### config.mk
export PLATFORM = sky130hd
export DESIGN_NAME = misc_op_sequencer_flat
export DESIGN_NICKNAME = d
export VERILOG_FILES = /design/src/rtl/misc_op_sequencer_if.sv /design/src/rtl/misc_op_sequencer.sv /design/src/flat_wrapper.sv
export SDC_FILE = /design/constraint.sdc
export NUM_CORES = 1
export LEC_CHECK = 0
export ABC_AREA = 1
export CORE_MARGIN = 1.5
export CORE_UTILIZATION = 47
export DETAILED_ROUTE_END_ITERATION = 8
export PLACE_DENSITY_LB_ADDON = 0.2
export SYNTH_ARGS = -nofsm -noshare
export SYNTH_HDL_FRONTEND = slang
export SYNTH_SLANG_ARGS = --single-unit
### constraint.sdc
create_clock -name i_Clk -period 2 [get_ports i_Clk]
set_input_delay 0.4 -clock i_Clk [delete_from_list [all_inputs] [get_ports i_Clk]]
set_output_delay 0.4 -clock i_Clk [all_outputs]
set_load 0.02 [all_outputs]
### src/rtl/misc_op_sequencer_if.sv
// Port bundle for misc_op_sequencer: decoder op port, direct A/F load port, misc ALU link, status.
// With MISC_SEQ_OPCOUNT_EN defined the bundle also carries the 16-bit legal-op counter.
interface misc_op_sequencer_if;
  logic       i_Op_Valid;
  logic [7:0] i_Opcode;
  logic       o_Op_Ready;
  logic       i_Ld_Valid;
  logic [1:0] i_Ld_Sel;
  logic [7:0] i_Ld_A;
  logic [3:0] i_Ld_F;
  logic       o_Ld_Ready;
  logic [7:0] o_Alu_A;
  logic [3:0] o_Alu_F;
  logic [1:0] o_Alu_Op;
  logic [7:0] i_Alu_A;
  logic [3:0] i_Alu_F;
  logic [7:0] o_A;
  logic [3:0] o_F;
  logic       o_Done;
  logic       o_Op_Error;
`ifdef MISC_SEQ_OPCOUNT_EN
  logic [15:0] o_Op_Count;
`endif

  modport slave (
`ifdef MISC_SEQ_OPCOUNT_EN
    output o_Op_Count,
`endif
    input  i_Op_Valid, i_Opcode, i_Ld_Valid, i_Ld_Sel, i_Ld_A, i_Ld_F, i_Alu_A, i_Alu_F,
    output o_Op_Ready, o_Ld_Ready, o_Alu_A, o_Alu_F, o_Alu_Op, o_A, o_F, o_Done, o_Op_Error
  );

  modport master (
`ifdef MISC_SEQ_OPCOUNT_EN
    input  o_Op_Count,
`endif
    output i_Op_Valid, i_Opcode, i_Ld_Valid, i_Ld_Sel, i_Ld_A, i_Ld_F, i_Alu_A, i_Alu_F,
    input  o_Op_Ready, o_Ld_Ready, o_Alu_A, o_Alu_F, o_Alu_Op, o_A, o_F, o_Done, o_Op_Error
  );
endinterface

### src/rtl/misc_op_sequencer.sv
// Owns A/F and sequences DAA/CPL/SCF/CCF through the external misc ALU, arbitrating op vs load port.
// Optional MISC_SEQ_OPCOUNT_EN adds a wrapping 16-bit count of legal-op writebacks.
module misc_op_sequencer #(
  parameter int         T_CYCLES = 4,
  parameter logic [7:0] A_RESET  = 8'h01,
  parameter logic [3:0] F_RESET  = 4'hB
) (
  input  logic               i_Clk,
  input  logic               i_Reset,
  misc_op_sequencer_if.slave bus
);

  typedef enum logic {IDLE = 1'b0, EXEC = 1'b1} state_t;

  localparam logic [3:0] CNT_LOAD = 4'(T_CYCLES - 1);

  state_t     state_q, state_d;
  logic [3:0] cnt_q, cnt_d;
  logic [7:0] a_q, a_d;
  logic [3:0] f_q, f_d;
  logic [7:0] alu_a_q, alu_a_d;
  logic [3:0] alu_f_q, alu_f_d;
  logic [1:0] alu_op_q, alu_op_d;
  logic       done_q, done_d;
  logic       err_q, err_d;
  logic       prio_ld_q, prio_ld_d;

  logic idle;
  logic op_fire;
  logic ld_fire;
  logic op_legal;
  logic wb;

  // Arbitration: prio_ld_q set means the load port wins the next tie.
  always_comb begin
    idle     = (state_q == IDLE);
    op_legal = (bus.i_Opcode[7:5] == 3'b001) && (bus.i_Opcode[2:0] == 3'b111);
    op_fire  = idle && bus.i_Op_Valid && (!bus.i_Ld_Valid || !prio_ld_q);
    ld_fire  = idle && bus.i_Ld_Valid && (!bus.i_Op_Valid || prio_ld_q);
    wb       = (state_q == EXEC) && (cnt_q == 4'd0);
  end

  always_ff @(posedge i_Clk or posedge i_Reset) begin
    if (i_Reset) state_q <= IDLE;
    else         state_q <= state_d;
  end

  always_comb begin
    state_d = state_q;
    case (state_q)
      IDLE:    if (op_fire && op_legal) state_d = EXEC;
      EXEC:    if (wb) state_d = IDLE;
      default: state_d = IDLE;
    endcase
  end

  always_comb begin
    bus.o_Op_Ready = idle;
    bus.o_Ld_Ready = idle;

    cnt_d     = cnt_q;
    a_d       = a_q;
    f_d       = f_q;
    alu_a_d   = alu_a_q;
    alu_f_d   = alu_f_q;
    alu_op_d  = alu_op_q;
    prio_ld_d = prio_ld_q;
    done_d    = wb;
    err_d     = op_fire && !op_legal;

    // The flag passes to the loser only when both ports were asking.
    if (op_fire && bus.i_Ld_Valid) prio_ld_d = 1'b1;
    if (ld_fire && bus.i_Op_Valid) prio_ld_d = 1'b0;

    if (op_fire && op_legal) begin
      alu_a_d  = a_q;
      alu_f_d  = f_q;
      alu_op_d = bus.i_Opcode[4:3];
      cnt_d    = CNT_LOAD;
    end else if (state_q == EXEC && !wb) begin
      cnt_d = cnt_q - 4'd1;
    end

    if (wb) begin
      a_d = bus.i_Alu_A;
      f_d = bus.i_Alu_F;
    end

    if (ld_fire) begin
      if (bus.i_Ld_Sel[1]) a_d = bus.i_Ld_A;
      if (bus.i_Ld_Sel[0]) f_d = bus.i_Ld_F;
    end
  end

  always_ff @(posedge i_Clk or posedge i_Reset) begin
    if (i_Reset) begin
      cnt_q     <= 4'd0;
      a_q       <= A_RESET;
      f_q       <= F_RESET;
      alu_a_q   <= 8'h00;
      alu_f_q   <= 4'h0;
      alu_op_q  <= 2'd0;
      done_q    <= 1'b0;
      err_q     <= 1'b0;
      prio_ld_q <= 1'b0;
    end else begin
      cnt_q     <= cnt_d;
      a_q       <= a_d;
      f_q       <= f_d;
      alu_a_q   <= alu_a_d;
      alu_f_q   <= alu_f_d;
      alu_op_q  <= alu_op_d;
      done_q    <= done_d;
      err_q     <= err_d;
      prio_ld_q <= prio_ld_d;
    end
  end

  assign bus.o_Alu_A    = alu_a_q;
  assign bus.o_Alu_F    = alu_f_q;
  assign bus.o_Alu_Op   = alu_op_q;
  assign bus.o_A        = a_q;
  assign bus.o_F        = f_q;
  assign bus.o_Done     = done_q;
  assign bus.o_Op_Error = err_q;

`ifdef MISC_SEQ_OPCOUNT_EN
  logic [15:0] op_count_q, op_count_d;

  always_comb begin
    op_count_d = op_count_q;
    if (wb) op_count_d = op_count_q + 16'd1;
  end

  always_ff @(posedge i_Clk or posedge i_Reset) begin
    if (i_Reset) op_count_q <= 16'd0;
    else         op_count_q <= op_count_d;
  end

  assign bus.o_Op_Count = op_count_q;
`endif

endmodule
### src/flat_wrapper.sv
// flat-port wrapper written by rule: the top's interface ports become plain ports
module misc_op_sequencer_flat 
#(
  parameter int         T_CYCLES = 4,
  parameter logic [7:0] A_RESET  = 8'h01,
  parameter logic [3:0] F_RESET  = 4'hB
)
  (i_Clk, i_Reset, bus_i_Op_Valid, bus_i_Opcode, bus_i_Ld_Valid, bus_i_Ld_Sel, bus_i_Ld_A, bus_i_Ld_F, bus_i_Alu_A, bus_i_Alu_F, bus_o_Op_Ready, bus_o_Ld_Ready, bus_o_Alu_A, bus_o_Alu_F, bus_o_Alu_Op, bus_o_A, bus_o_F, bus_o_Done, bus_o_Op_Error);
  misc_op_sequencer_if bus_i ();
  input  logic i_Clk;
  input  logic i_Reset;
  input wire logic [$bits(bus_i.i_Op_Valid)-1:0] bus_i_Op_Valid;
  input wire logic [$bits(bus_i.i_Opcode)-1:0] bus_i_Opcode;
  input wire logic [$bits(bus_i.i_Ld_Valid)-1:0] bus_i_Ld_Valid;
  input wire logic [$bits(bus_i.i_Ld_Sel)-1:0] bus_i_Ld_Sel;
  input wire logic [$bits(bus_i.i_Ld_A)-1:0] bus_i_Ld_A;
  input wire logic [$bits(bus_i.i_Ld_F)-1:0] bus_i_Ld_F;
  input wire logic [$bits(bus_i.i_Alu_A)-1:0] bus_i_Alu_A;
  input wire logic [$bits(bus_i.i_Alu_F)-1:0] bus_i_Alu_F;
  output wire logic [$bits(bus_i.o_Op_Ready)-1:0] bus_o_Op_Ready;
  output wire logic [$bits(bus_i.o_Ld_Ready)-1:0] bus_o_Ld_Ready;
  output wire logic [$bits(bus_i.o_Alu_A)-1:0] bus_o_Alu_A;
  output wire logic [$bits(bus_i.o_Alu_F)-1:0] bus_o_Alu_F;
  output wire logic [$bits(bus_i.o_Alu_Op)-1:0] bus_o_Alu_Op;
  output wire logic [$bits(bus_i.o_A)-1:0] bus_o_A;
  output wire logic [$bits(bus_i.o_F)-1:0] bus_o_F;
  output wire logic [$bits(bus_i.o_Done)-1:0] bus_o_Done;
  output wire logic [$bits(bus_i.o_Op_Error)-1:0] bus_o_Op_Error;
  assign bus_i.i_Op_Valid = bus_i_Op_Valid;
  assign bus_i.i_Opcode = bus_i_Opcode;
  assign bus_i.i_Ld_Valid = bus_i_Ld_Valid;
  assign bus_i.i_Ld_Sel = bus_i_Ld_Sel;
  assign bus_i.i_Ld_A = bus_i_Ld_A;
  assign bus_i.i_Ld_F = bus_i_Ld_F;
  assign bus_i.i_Alu_A = bus_i_Alu_A;
  assign bus_i.i_Alu_F = bus_i_Alu_F;
  assign bus_o_Op_Ready = bus_i.o_Op_Ready;
  assign bus_o_Ld_Ready = bus_i.o_Ld_Ready;
  assign bus_o_Alu_A = bus_i.o_Alu_A;
  assign bus_o_Alu_F = bus_i.o_Alu_F;
  assign bus_o_Alu_Op = bus_i.o_Alu_Op;
  assign bus_o_A = bus_i.o_A;
  assign bus_o_F = bus_i.o_F;
  assign bus_o_Done = bus_i.o_Done;
  assign bus_o_Op_Error = bus_i.o_Op_Error;
  misc_op_sequencer #(.T_CYCLES(T_CYCLES), .A_RESET(A_RESET), .F_RESET(F_RESET)) u_core (.i_Clk(i_Clk), .i_Reset(i_Reset), .bus(bus_i));
endmodule
==> impl_metrics.json, run 1 <==
{
  "min_path_type": "reg -> reg",
  "p_leak_uw": 0.00128,
  "cts_hold_buffers": 0,
  "slew_headroom": 0.707,
  "total_power_uw": 2170,
  "crit_slowest_cell": "clkdlybuf4s50_1",
  "instances_no_fill": 324,
  "crit_family": "buffers and inverters",
  "clock_latency_ns": 0.29,
  "fp.dieW_um": 65.2,
  "drtIter0Drc": 44,
  "ys_ff_latch": 34,
  "vias": 1532,
  "layout_setup_ws_ns": 0.175,
  "slowest_delay_ns": 0.60,
  "fin_tns_setup_ns": 0,
  "initial_utilization": 0.492,
  "critPathLaunchType": "flip-flop",
  "yosysWarnings": 0,
  "route.antenna.remaining_nets": 0,
  "setup_viol": 0,
  "cp.arrival_ns": 1.43,
  "dpl_worst_slack_ns": 0.186,
  "grt_pass1_vias": 1507,
  "final_max_slew_viol_count": 0,
  "place_hpwl_um": 2900,
  "worst_pin_slew_ns": 0.439,
  "path_cells": "clkdlybuf4s50_1",
  "wire_per_inst_um": 12.2,
  "post_cts_resized": 0,
  "rsz0062_at_grt": "false",
  "synth_top_area_cell": "dfrtp_1",
  "synth_nets": 247,
  "grt_overflow": 0,
  "cts_max_level": 2,
  "cts_sinks": 34,
  "via_per_inst": 4.73,
  "path_class": "reg -> out",
  "row_count": 22,
  "grt_pass1_wl_um": 6630,
  "dp.cells": 316,
  "path_clk_slew_ns": 0.07,
  "finalCritPeriodShare": 0.913,
  "drc": 0,
  "synth_cell_types": 24,
  "syn_area_um2": 1820,
  "end_kind": "output pin",
  "drive_gt1_frac": 0.217,
  "gp_congestion": 0.779,
  "avgSynthCellArea_um2": 8.73,
  "clk_path_buf_depth": 2,
  "grt_max_degree": 35,
  "grt_usage": 0.208,
  "die_h_um": 65.2,
  "critical_path.max_fanout": 2,
  "cts_buffers": 5,
  "status": "finished clean",
  "core_area_um2": 3690,
  "antenna_found_initial": 0,
  "drv_cap": 0,
  "synth_top_area_frac": 0.414,
  "period_minus_slack_ns": 1.83,
  "hold_viol_final": 0,
  "antenna_cells": 0,
  "dieArea_um2": 4240,
  "root_buffer": "clkbuf_8",
  "drtPass1Iterations": 4,
  "ir_drop_mv": 0.468,
  "port_buffers": 67,
  "cts_tree": "built",
  "routed_wl_um": 3960,
  "nets": 314,
  "crit_required_ns": 1.60,
  "synthCells": 208,
  "finClkSkew_ns": 0.00643,
  "synth_area_leaders": "dfrtp_1 (41%), nand2_1 (8.9%), nand2_2 (7.6%)",
  "yosysSeqAreaShare": 0.471,
  "n_fill_cell": 318,
  "post_cts_buffers": 0,
  "critPathBufInv": 1,
  "synthToLayoutAreaGrowth_pct": 41.8,
  "io_pins": 68,
  "power.density_nw_per_um2": 842,
  "fmax_mhz": 548
}
## power breakdown
group	internal, uW	leakage, uW	switching (uW)
Clock	277	0.0000472	256
Sequential	806	0.000436	75.3
Combinational	341	0.000792	413
## layout make-up
type                       count  area (um^2)  area share
clock buffer                   6         82.6      0.0321
clock inverter                 2         12.5     0.00486
timing repair buffer          70          693       0.269
multi-input combinational    126          722       0.280
tap                           48         60.1      0.0233
sequential                    34          856       0.332
inverter                      38          149      0.0578
## cells by family (layout without fill, tap and decap cells)
group           Yosys count  in the layout  synth area share
buf+inv                  48            116             0.131
flops                    34             34             0.471
simple gates            108            108             0.311
compound gates           17             17            0.0800
fa+ha+maj                 1              1           0.00689
## through the flow
| stage | hold slack [ns] | cell area, um^2 | utilization |
|---|---|---|---|
| after CTS | 0.486 | 2570 | 0.698 |
| after global routing | 0.512 | 2570 | 0.698 |
| after detailed placement | 0.470 | 2480 | 0.672 |
| final | 0.483 | 2570 | 0.698 |
| after global placement | 0.454 | 2480 | 0.672 |
| after floorplan | 0.487 | 1820 | - |
## cells in the final DEF, fill, tap and decap left out, types with 3 or more instances in the layout
cell | netlist | routed
inv_1 | 34 | 34
nand2_2 | 22 | 22
clkdlybuf4s50_1 | 0 | 67
nor2_4 | 3 | 3
nand3_1 | 17 | 17
nand2_1 | 43 | 43
dfrtp_1 | 30 | 30
clkbuf_8 | 0 | 6
dfstp_2 | 4 | 4
nand4_1 | 14 | 14
o21ai_2 | 12 | 12
nor2_1 | 5 | 5
buf_4 | 3 | 3
## per-layer routing
layer | vias to the layer above | GRT usage | share of wire
met5 | - | 0 | 0
met4 | 0 | 0.0859 | 0.019
met2 | 57 | 0.371 | 0.50
met3 | 7 | 0.0531 | 0.070
li1 | 780 | - | -
met1 | 688 | 0.237 | 0.41
## registers in the layout, summed over array words and instances (netlist names)
register	flops
u_core.cnt_q	4
u_core.bus.o_A	8
u_core.bus.o_Alu_Op	2
u_core.bus.o_F	4
u_core.bus.o_Op_Error	1
u_core.prio_ld_q	1
u_core.bus.o_Done	1
u_core.bus.o_Alu_F	4
u_core.state_q	1
u_core.bus.o_Alu_A	8
## path summary, 6_finish.rpt
kind,slack (ns),cells after the start,to,startpoint
worst min register to register,0.48,2,u_core.bus.o_Alu_Op[0],u_core.bus.o_Alu_Op[0]
worst max-delay path,0.17,1,bus_o_F[0],u_core.bus.o_F[0]
worst max register to register,0.43,6,u_core.cnt_q[1],u_core.cnt_q[0]
worst min-delay path,0.48,2,u_core.bus.o_Alu_Op[0],u_core.bus.o_Alu_Op[0]
min in group asynchronous,0.50,3,u_core.bus.o_Alu_A[3],i_Reset
max in group asynchronous,1.15,3,u_core.bus.o_F[3],i_Reset
## synthesized netlist by cell type
cell type and n:
a21oi_4 1, a31oi_1 1, buf_2 2, buf_4 3, buf_6 5, clkinv_2 1
dfrtp_1 30, dfstp_2 4, ha_1 1, inv_1 34, inv_2 2, inv_6 1
nand2_1 43, nand2_2 22, nand2_4 2, nand3_1 17, nand3_2 1, nand3b_1 1
nand4_1 14, nor2_1 5, nor2_4 3, o211ai_1 1, o21ai_0 2, o21ai_2 12
(Power assumes the default switching activity.)
==> run 2, diff against run 1 <==
Settings changed: CELL_PAD_IN_SITES_DETAIL_PLACEMENT set to 1, CELL_PAD_IN_SITES_GLOBAL_PLACEMENT set to 1, CORE_ASPECT_RATIO set to 0.6, CORE_UTILIZATION 47 to 34, REMOVE_ABC_BUFFERS set to 1.
==> run 2 against run 1 <==
Register-to-register slack barely moved. Setup slack worse by 0.031 ns. Sequential cell count stayed put. Maximum frequency shrank 1.6%. Highest routed layer unchanged.
==> impl_metrics.json, run 2 (synthesized netlist as in run 1, its figures left out) <==
{
  "hold_ws_ns": 0.480,
  "fmax_mhz": 539,
  "row_count": 20,
  "crit_required_ns": 1.60,
  "min_from": "u_core.bus.o_Alu_Op[0]",
  "end_kind": "output pin",
  "routed_wl_um": 5130,
  "p_leak_uw": 0.00128,
  "slowest_delay_ns": 0.61,
  "crit_slowest_cell": "clkdlybuf4s50_1",
  "cts_buffers": 5,
  "layout_setup_ws_ns": 0.144,
  "place_hpwl_um": 3770,
  "min_path_type": "reg -> reg",
  "hold_end": "u_core.bus.o_Alu_Op[0]",
  "worst_pin_slew_ns": 0.466,
  "via_per_inst": 4.68,
  "crit_family": "buffers and inverters",
  "drive_gt1_frac": 0.214,
  "drv_cap": 0,
  "cts_sinks": 34,
  "path_class": "reg -> out",
  "dieArea_um2": 5800,
  "r2r_cells": 6,
  "status": "finished clean",
  "wire_per_inst_um": 15.0,
  "n_fill_cell": 616,
  "antenna_found_initial": 0,
  "min_path_cells": 2,
  "regArea_um2": 856,
  "grt_usage": 0.197,
  "instances_no_fill": 342,
  "gp_congestion": 0.748,
  "initial_utilization": 0.356,
  "cts_tree": "built",
  "multi_input_area_um2": 722,
  "route.antenna.remaining_nets": 0,
  "cts_hold_buffers": 0,
  "dp.cells": 334,
  "post_cts_buffers": 0,
  "power.density_nw_per_um2": 848,
  "synthToLayoutAreaGrowth_pct": 42.9,
  "drtIter0Drc": 42,
  "die_h_um": 59.6,
  "post_cts_resized": 0,
  "grt_overflow": 0,
  "io_pins": 68,
  "r2r_slack_ns": 0.43,
  "cts_max_level": 2,
  "antenna_cells": 0,
  "drtPass1Iterations": 4,
  "clk_path_buf_depth": 2,
  "core_area_um2": 5100,
  "mostFrequentLayoutCell": "clkdlybuf4s50_1",
  "critical_path.max_fanout": 2,
  "drc": 0,
  "fin_tns_setup_ns": 0,
  "path_cells": "clkdlybuf4s50_1",
  "vias": 1599,
  "grt_pass1_vias": 1723,
  "nets": 314,
  "port_buffers": 67,
  "ir_drop_mv": 0.295,
  "clock_latency_ns": 0.29,
  "finClkSkew_ns": 0.00532,
  "critPathLaunchType": "flip-flop",
  "grt_pass1_wl_um": 8600,
  "final_cell_mix": "clkdlybuf4s50_1 (67), nand2_1 (43), inv_1 (34)",
  "dpl_worst_slack_ns": 0.134,
  "final_max_slew_viol_count": 0,
  "path_clk_slew_ns": 0.07,
  "root_buffer": "clkbuf_8",
  "critPathBufInv": 1,
  "period_minus_slack_ns": 1.86,
  "fp.dieW_um": 97.3,
  "slew_headroom": 0.689,
  "rsz0062_at_grt": "false",
  "hold_viol_final": 0,
  "setup_viol": 0,
  "finalCritPeriodShare": 0.928,
  "cp.arrival_ns": 1.46,
  "timing.rr.end": "u_core.bus.o_F[0]",
  "grt_max_degree": 35,
  "r2r_start": "u_core.cnt_q[0]"
}
## run 2: cell types whose count changed in the layout (fill, tap and decap cells not counted), sizes merged
cell      delta
clkbuf       +1
clkinvlp     -1
## run 2: report_power, final
group | internal (uW) | total [uW] | switching (uW)
combinational | 342 | 783 | 441
clock | 278 | 534 | 256
sequential | 806 | 884 | 77.5
total | 1430 | 2200 | 774
## run 2: how the worst max path moves through the flow
stage,startpoint,to,slack [ns],cells past startpoint
final,u_core.bus.o_F[0],bus_o_F[0],0.14,1
after global routing,u_core.bus.o_F[1],bus_o_F[1],0.11,1
after CTS,u_core.bus.o_F[0],bus_o_F[0],0.14,1
after detailed placement,bus_i_Op_Valid,u_core.bus.o_Alu_A[5],0.13,6
after global placement,bus_i_Opcode[6],u_core.bus.o_Alu_F[3],0.22,6
after floorplan,u_core.state_q,u_core.bus.o_Alu_F[3],0.35,6
## run 2: per-stage QoR
step,area (um^2),utilization,total power (uW)
after CTS,2590,0.508,2230
after global placement,2500,0.490,1650
final,2590,0.508,2200
after global routing,2590,0.508,2340
after floorplan,1730,-,1300
after detailed placement,2500,0.490,1680
## run 2: cell type report
type                    count  area share
repair buffers             70       0.267
flip-flops and latches     34       0.330
clock buffers               7      0.0333
multi-input cells         126       0.278
clock inverters             1     0.00193
inverters                  38      0.0574
well taps                  66      0.0318
## run 2: layer usage
| metal | GRT usage | wire [um] | vias to the layer above |
|---|---|---|---|
| met5 | 0 | 0 | - |
| met4 | 0.0612 | 58 | 0 |
| met3 | 0.0625 | 251 | 4 |
| met2 | 0.322 | 2250 | 45 |
| met1 | 0.254 | 2570 | 764 |
| li1 | - | - | 786 |
==> run 3, diff against run 2 <==
Settings changed: CORE_UTILIZATION 34 to 30.
Clock period 2 ns to 2.3 ns, I/O delays scaled along.
==> run 3 against run 2 <==
Sequential power down 13%. Cell count increased by 4.1%. Clock skew decreased by 0.0011 ns. First-iteration DRC count rose by 55%. Largest cell class unchanged. Sequential share of layout area down 0.22 points. Sequential cell count unchanged. Die area rose by 13%. Setup slack better by 0.27 ns. Critical path depth stayed put.
==> impl_metrics.json, run 3 (synthesized netlist as in run 1, its figures left out) <==
{
  "vias": 1560,
  "fmax_mhz": 532,
  "row_count": 21,
  "path_class": "reg -> out",
  "crit_slowest_cell": "clkdlybuf4s50_1",
  "setup_viol": 0,
  "rsz0062_at_grt": "false",
  "hold_ws_ns": 0.484,
  "crit_required_ns": 1.84,
  "grt_max_degree": 35,
  "slew_headroom": 0.691,
  "fp.dieW_um": 103,
  "clk_path_buf_depth": 2,
  "dieArea_um2": 6540,
  "path_cells": "clkdlybuf4s50_1",
  "status": "finished clean",
  "final_cell_mix": "clkdlybuf4s50_1 (67), nand2_1 (43), inv_1 (34)",
  "cp-startpoint": "u_core.bus.o_A[0]",
  "io_pins": 68,
  "grt_usage": 0.154,
  "min_from": "u_core.bus.o_Alu_A[5]",
  "hold_viol_final": 0,
  "total_power_uw": 1890,
  "drtPass1Iterations": 4,
  "fin_tns_setup_ns": 0,
  "routed_wl_um": 4710,
  "antenna_cells": 0,
  "dp.cells": 348,
  "gp_congestion": 0.720,
  "grt_pass1_vias": 1617,
  "cts_hold_buffers": 0,
  "root_buffer": "clkbuf_8",
  "worst_pin_slew_ns": 0.462,
  "finalCritPeriodShare": 0.818,
  "cts_max_level": 2,
  "synthToLayoutAreaGrowth_pct": 43.8,
  "antenna_found_initial": 0,
  "cp.arrival_ns": 1.42,
  "instances_no_fill": 356,
  "grt_pass1_wl_um": 7700,
  "p_leak_uw": 0.00128,
  "dpl_worst_slack_ns": 0.411,
  "drtIter0Drc": 65,
  "route.antenna.remaining_nets": 0,
  "min_path_type": "reg -> reg",
  "grt_overflow": 0,
  "drive_gt1_frac": 0.214,
  "layout_setup_ws_ns": 0.419,
  "nets": 314,
  "critPathLaunchType": "flip-flop",
  "slowest_delay_ns": 0.61,
  "path_clk_slew_ns": 0.07,
  "end_kind": "output pin",
  "cts_sinks": 34,
  "core_area_um2": 5700,
  "power.density_nw_per_um2": 723,
  "clock_latency_ns": 0.28,
  "critical_path.max_fanout": 2,
  "ir_drop_mv": 0.238,
  "regArea_um2": 856,
  "wire_per_inst_um": 13.2,
  "n_fill_cell": 703,
  "critPathBufInv": 1,
  "crit_family": "buffers and inverters",
  "final_max_slew_viol_count": 0,
  "mostFrequentLayoutCell": "clkdlybuf4s50_1",
  "finClkSkew_ns": 0.00426,
  "post_cts_resized": 0,
  "cts_buffers": 5,
  "multi_input_area_um2": 722,
  "initial_utilization": 0.318,
  "drc": 0,
  "post_cts_buffers": 0,
  "cts_tree": "built",
  "period_minus_slack_ns": 1.88,
  "r2r_start": "u_core.cnt_q[0]",
  "port_buffers": 67,
  "die_h_um": 63.3,
  "via_per_inst": 4.38,
  "place_hpwl_um": 3550,
  "drv_cap": 0
}
run 3: cell counts in the layout (fill, tap and decap cells not counted):
No cell type changed its count.
run 3: layer usage:
metal,wire (um),track usage,up-vias
li1,-,-,782
met1,2380,0.221,733
met2,2010,0.229,43
met3,316,0.0466,2
met4,8,0.0304,0
met5,0,0,-
run 3: layout make-up:
class                      count  share of cell area
tap                           80              0.0383
clock buffer                   7              0.0331
sequential                    34               0.328
timing repair buffer          70               0.265
clock inverter                 1             0.00192
multi-input combinational    126               0.276
inverter                      38              0.0570
run 3: final timing paths:
path / slack, ns / cells past startpoint / to
worst max-delay path: 0.42 / 1 / bus_o_A[0]
max in group asynchronous: 1.37 / 3 / u_core.bus.o_F[1]
worst min-delay path: 0.48 / 2 / u_core.bus.o_Alu_A[5]
worst min register to register: 0.48 / 2 / u_core.bus.o_Alu_A[5]
worst max register to register: 0.76 / 6 / u_core.cnt_q[1]
min in group asynchronous: 0.58 / 3 / u_core.bus.o_Alu_A[1]
run 3: worst min-delay path, delay by kind of cell, from the launching register on:
kind / cells / cell delay, ns
simple gates: 1 / 0.06
flops: 1 / 0.35
compound gates: 1 / 0.04
run 3: through the flow:
stage	utilization	instance area, um^2
after floorplan	-	1730
after global placement	0.442	2520
after detailed placement	0.442	2520
after CTS	0.458	2610
after global routing	0.458	2610
final	0.458	2610
run 3: where the power goes:
group | switching (uW) | internal (uW) | leakage (uW)
combinational | 370 | 297 | 0.000792
sequential | 65.0 | 701 | 0.000436
clock | 213 | 242 | 0.0000482
total | 647 | 1240 | 0.00128
==> RTL change, RTL diff (flow settings as in run 1) <==
`F_RESET` is set to 4'hB in 2 places; all go to 4'h5.
--- a/src/rtl/misc_op_sequencer.sv
+++ b/src/rtl/misc_op_sequencer.sv
@@ -3,7 +3,7 @@
 module misc_op_sequencer #(
   parameter int         T_CYCLES = 4,
   parameter logic [7:0] A_RESET  = 8'h01,
-  parameter logic [3:0] F_RESET  = 4'hB
+  parameter logic [3:0] F_RESET  = 4'h5
 ) (
   input  logic               i_Clk,
   input  logic               i_Reset,
--- a/src/flat_wrapper.sv
+++ b/src/flat_wrapper.sv
@@ -3,7 +3,7 @@
 #(
   parameter int         T_CYCLES = 4,
   parameter logic [7:0] A_RESET  = 8'h01,
-  parameter logic [3:0] F_RESET  = 4'hB
+  parameter logic [3:0] F_RESET  = 4'h5
 )
   (i_Clk, i_Reset, bus_i_Op_Valid, bus_i_Opcode, bus_i_Ld_Valid, bus_i_Ld_Sel, bus_i_Ld_A, bus_i_Ld_F, bus_i_Alu_A, bus_i_Alu_F, bus_o_Op_Ready, bus_o_Ld_Ready, bus_o_Alu_A, bus_o_Alu_F, bus_o_Alu_Op, bus_o_A, bus_o_F, bus_o_Done, bus_o_Op_Error);
   misc_op_sequencer_if bus_i ();
Check against the original RTL: not equivalent (a bounded check fails within 4 cycles, from zero or initial values and one cycle with i_Reset high).
==> RTL change against run 1 <==
- setup slack got worse by 0.00063 ns
- non-clock buffer count increased by 1
- routed wire length increased by 1.2%
- global-route usage decreased by 0.082 points
- synthesized area about the same
- final area increased by 0.78%
- total power increased by 4.0%
- sequential cell count unchanged
- via count increased by 0.33%
- critical endpoint unchanged
- largest cell class unchanged
==> RTL change: results (changes against run 1) <==
| Metric | Value |
|---|---|
| LEAKAGE | `1.293 nW (+1.4%)` |
| Register-to-Register Path Depth | `5 (-1)` |
| Reg2reg start | `u_core.cnt_q[2]$_DFFE_PP0P_` |
| Final non-clock buffer share | `0.2700 (+0.0008161)` |
| Met1 usage | `0.2270 (-0.01038)` |
| Least-Margin Pin Slew | `0.4481 ns (+0.009539 ns)` |
| Nets | `315 (+0.32%)` |
| Number of global-route vias before repair | `1570 (+4.2%)` |
| M1 wire length | `1614 um (-1.0%)` |
| ClkCell Share | `0.04195 (+0.005019)` |
| Global-route wire length before repair | `6617 um (-0.20%)` |
| FILL cells | `319 (+0.31%)` |
| Maximum VDD drop | `555.5 uV (+19%)` |
| Hpwl dp | `2944 um (+1.5%)` |
| Wirelength per Cell | `12.32 um (+0.93%)` |
| Min-delay src | `u_core.bus.o_Alu_Op[1]$_DFFE_PP0P_` |
| Status | `completed` |
| Top post-synthesis cells by area | `dfrtp_1 (43%), nand2_1 (8.9%), nand2_2 (7.6%)` |
| Synth Area in Adders | `0.006897 (about the same)` |
| Most frequent cells after synthesis | `nand2_1 (43), inv_1 (34), dfrtp_1 (31), nand2_2 (22), nand3_1 (17)` |
| Multiplexer share of the synthesized area | `0 (unchanged)` |
| Net Sw Power | `0.7330 mW (-1.6%)` |
| Initial Utilization | `0.4919 (about the same)` |
| DRT iter0 DRCs | `37 (-16%)` |
| DP Area | `0.002486 mm2 (+0.25%)` |
| R2R Setup Slk | `0.54 ns (+0.11 ns)` |
| # clk buffers | `5 (-1)` |
| Compound-Gate Fraction of Synth Area | `0.08000 (about the same)` |
| FF+latch area | `854.6 um2 (-0.15%)` |
| Via count | `1537 (+0.33%)` |
| Worst-Skew Late Latency | `0.28 ns` |
| Post-Synth XOR/XNOR Area | `0 (unchanged)` |
| Non-CTS buffers | `71 (+1.4%)` |
| Clock Pin Slew Worst Setup and Hold Paths | `0.07 ns (about the same)` |
| Post-synthesis sequential area ratio | `0.4710 (about the same)` |
| Met2 usage | `0.3814 (+0.01031)` |
| WL met2 | `2083 um (+5.7%)` |
| Tot GR Track Use | `0.2073 (-0.0008160)` |
| RePlAce Congestion | `0.7783 (about the same)` |
| Met3 usage | `0.05993 (+0.006849)` |
| Worst hold endpoint | `u_core.bus.o_Alu_Op[1]$_DFFE_PP0P_` |
| Initial antenna violation count | `0 (unchanged)` |
| Setup Skew | `0.005997 ns (-0.0004301 ns)` |
## RTL change: power by group through the flow
stage | logic (mW) | clock network, mW | registers, mW
2_1_floorplan | 0.335 | 0 | 0.985
3_3_place_gp | 0.760 | 0 | 0.889
3_5_place_dp | 0.772 | 0 | 0.889
4_1_cts | 0.781 | 0.625 | 0.878
5_1_grt | 0.847 | 0.653 | 0.892
6_report | 0.769 | 0.609 | 0.878
## RTL change: through the flow
stage / hold slack [ns] / utilization / instances / setup WS, ns
finish: 0.4756 / 0.7035 / 325 / 0.1742
global route: 0.4854 / 0.7035 / 325 / 0.1359
CTS: 0.4786 / 0.7035 / 325 / 0.1624
detailed placement: 0.4609 / 0.6740 / 317 / 0.1858
global placement: 0.4541 / 0.6740 / 317 / 0.2418
floorplan: 0.4875 / - / 208 / 0.7598
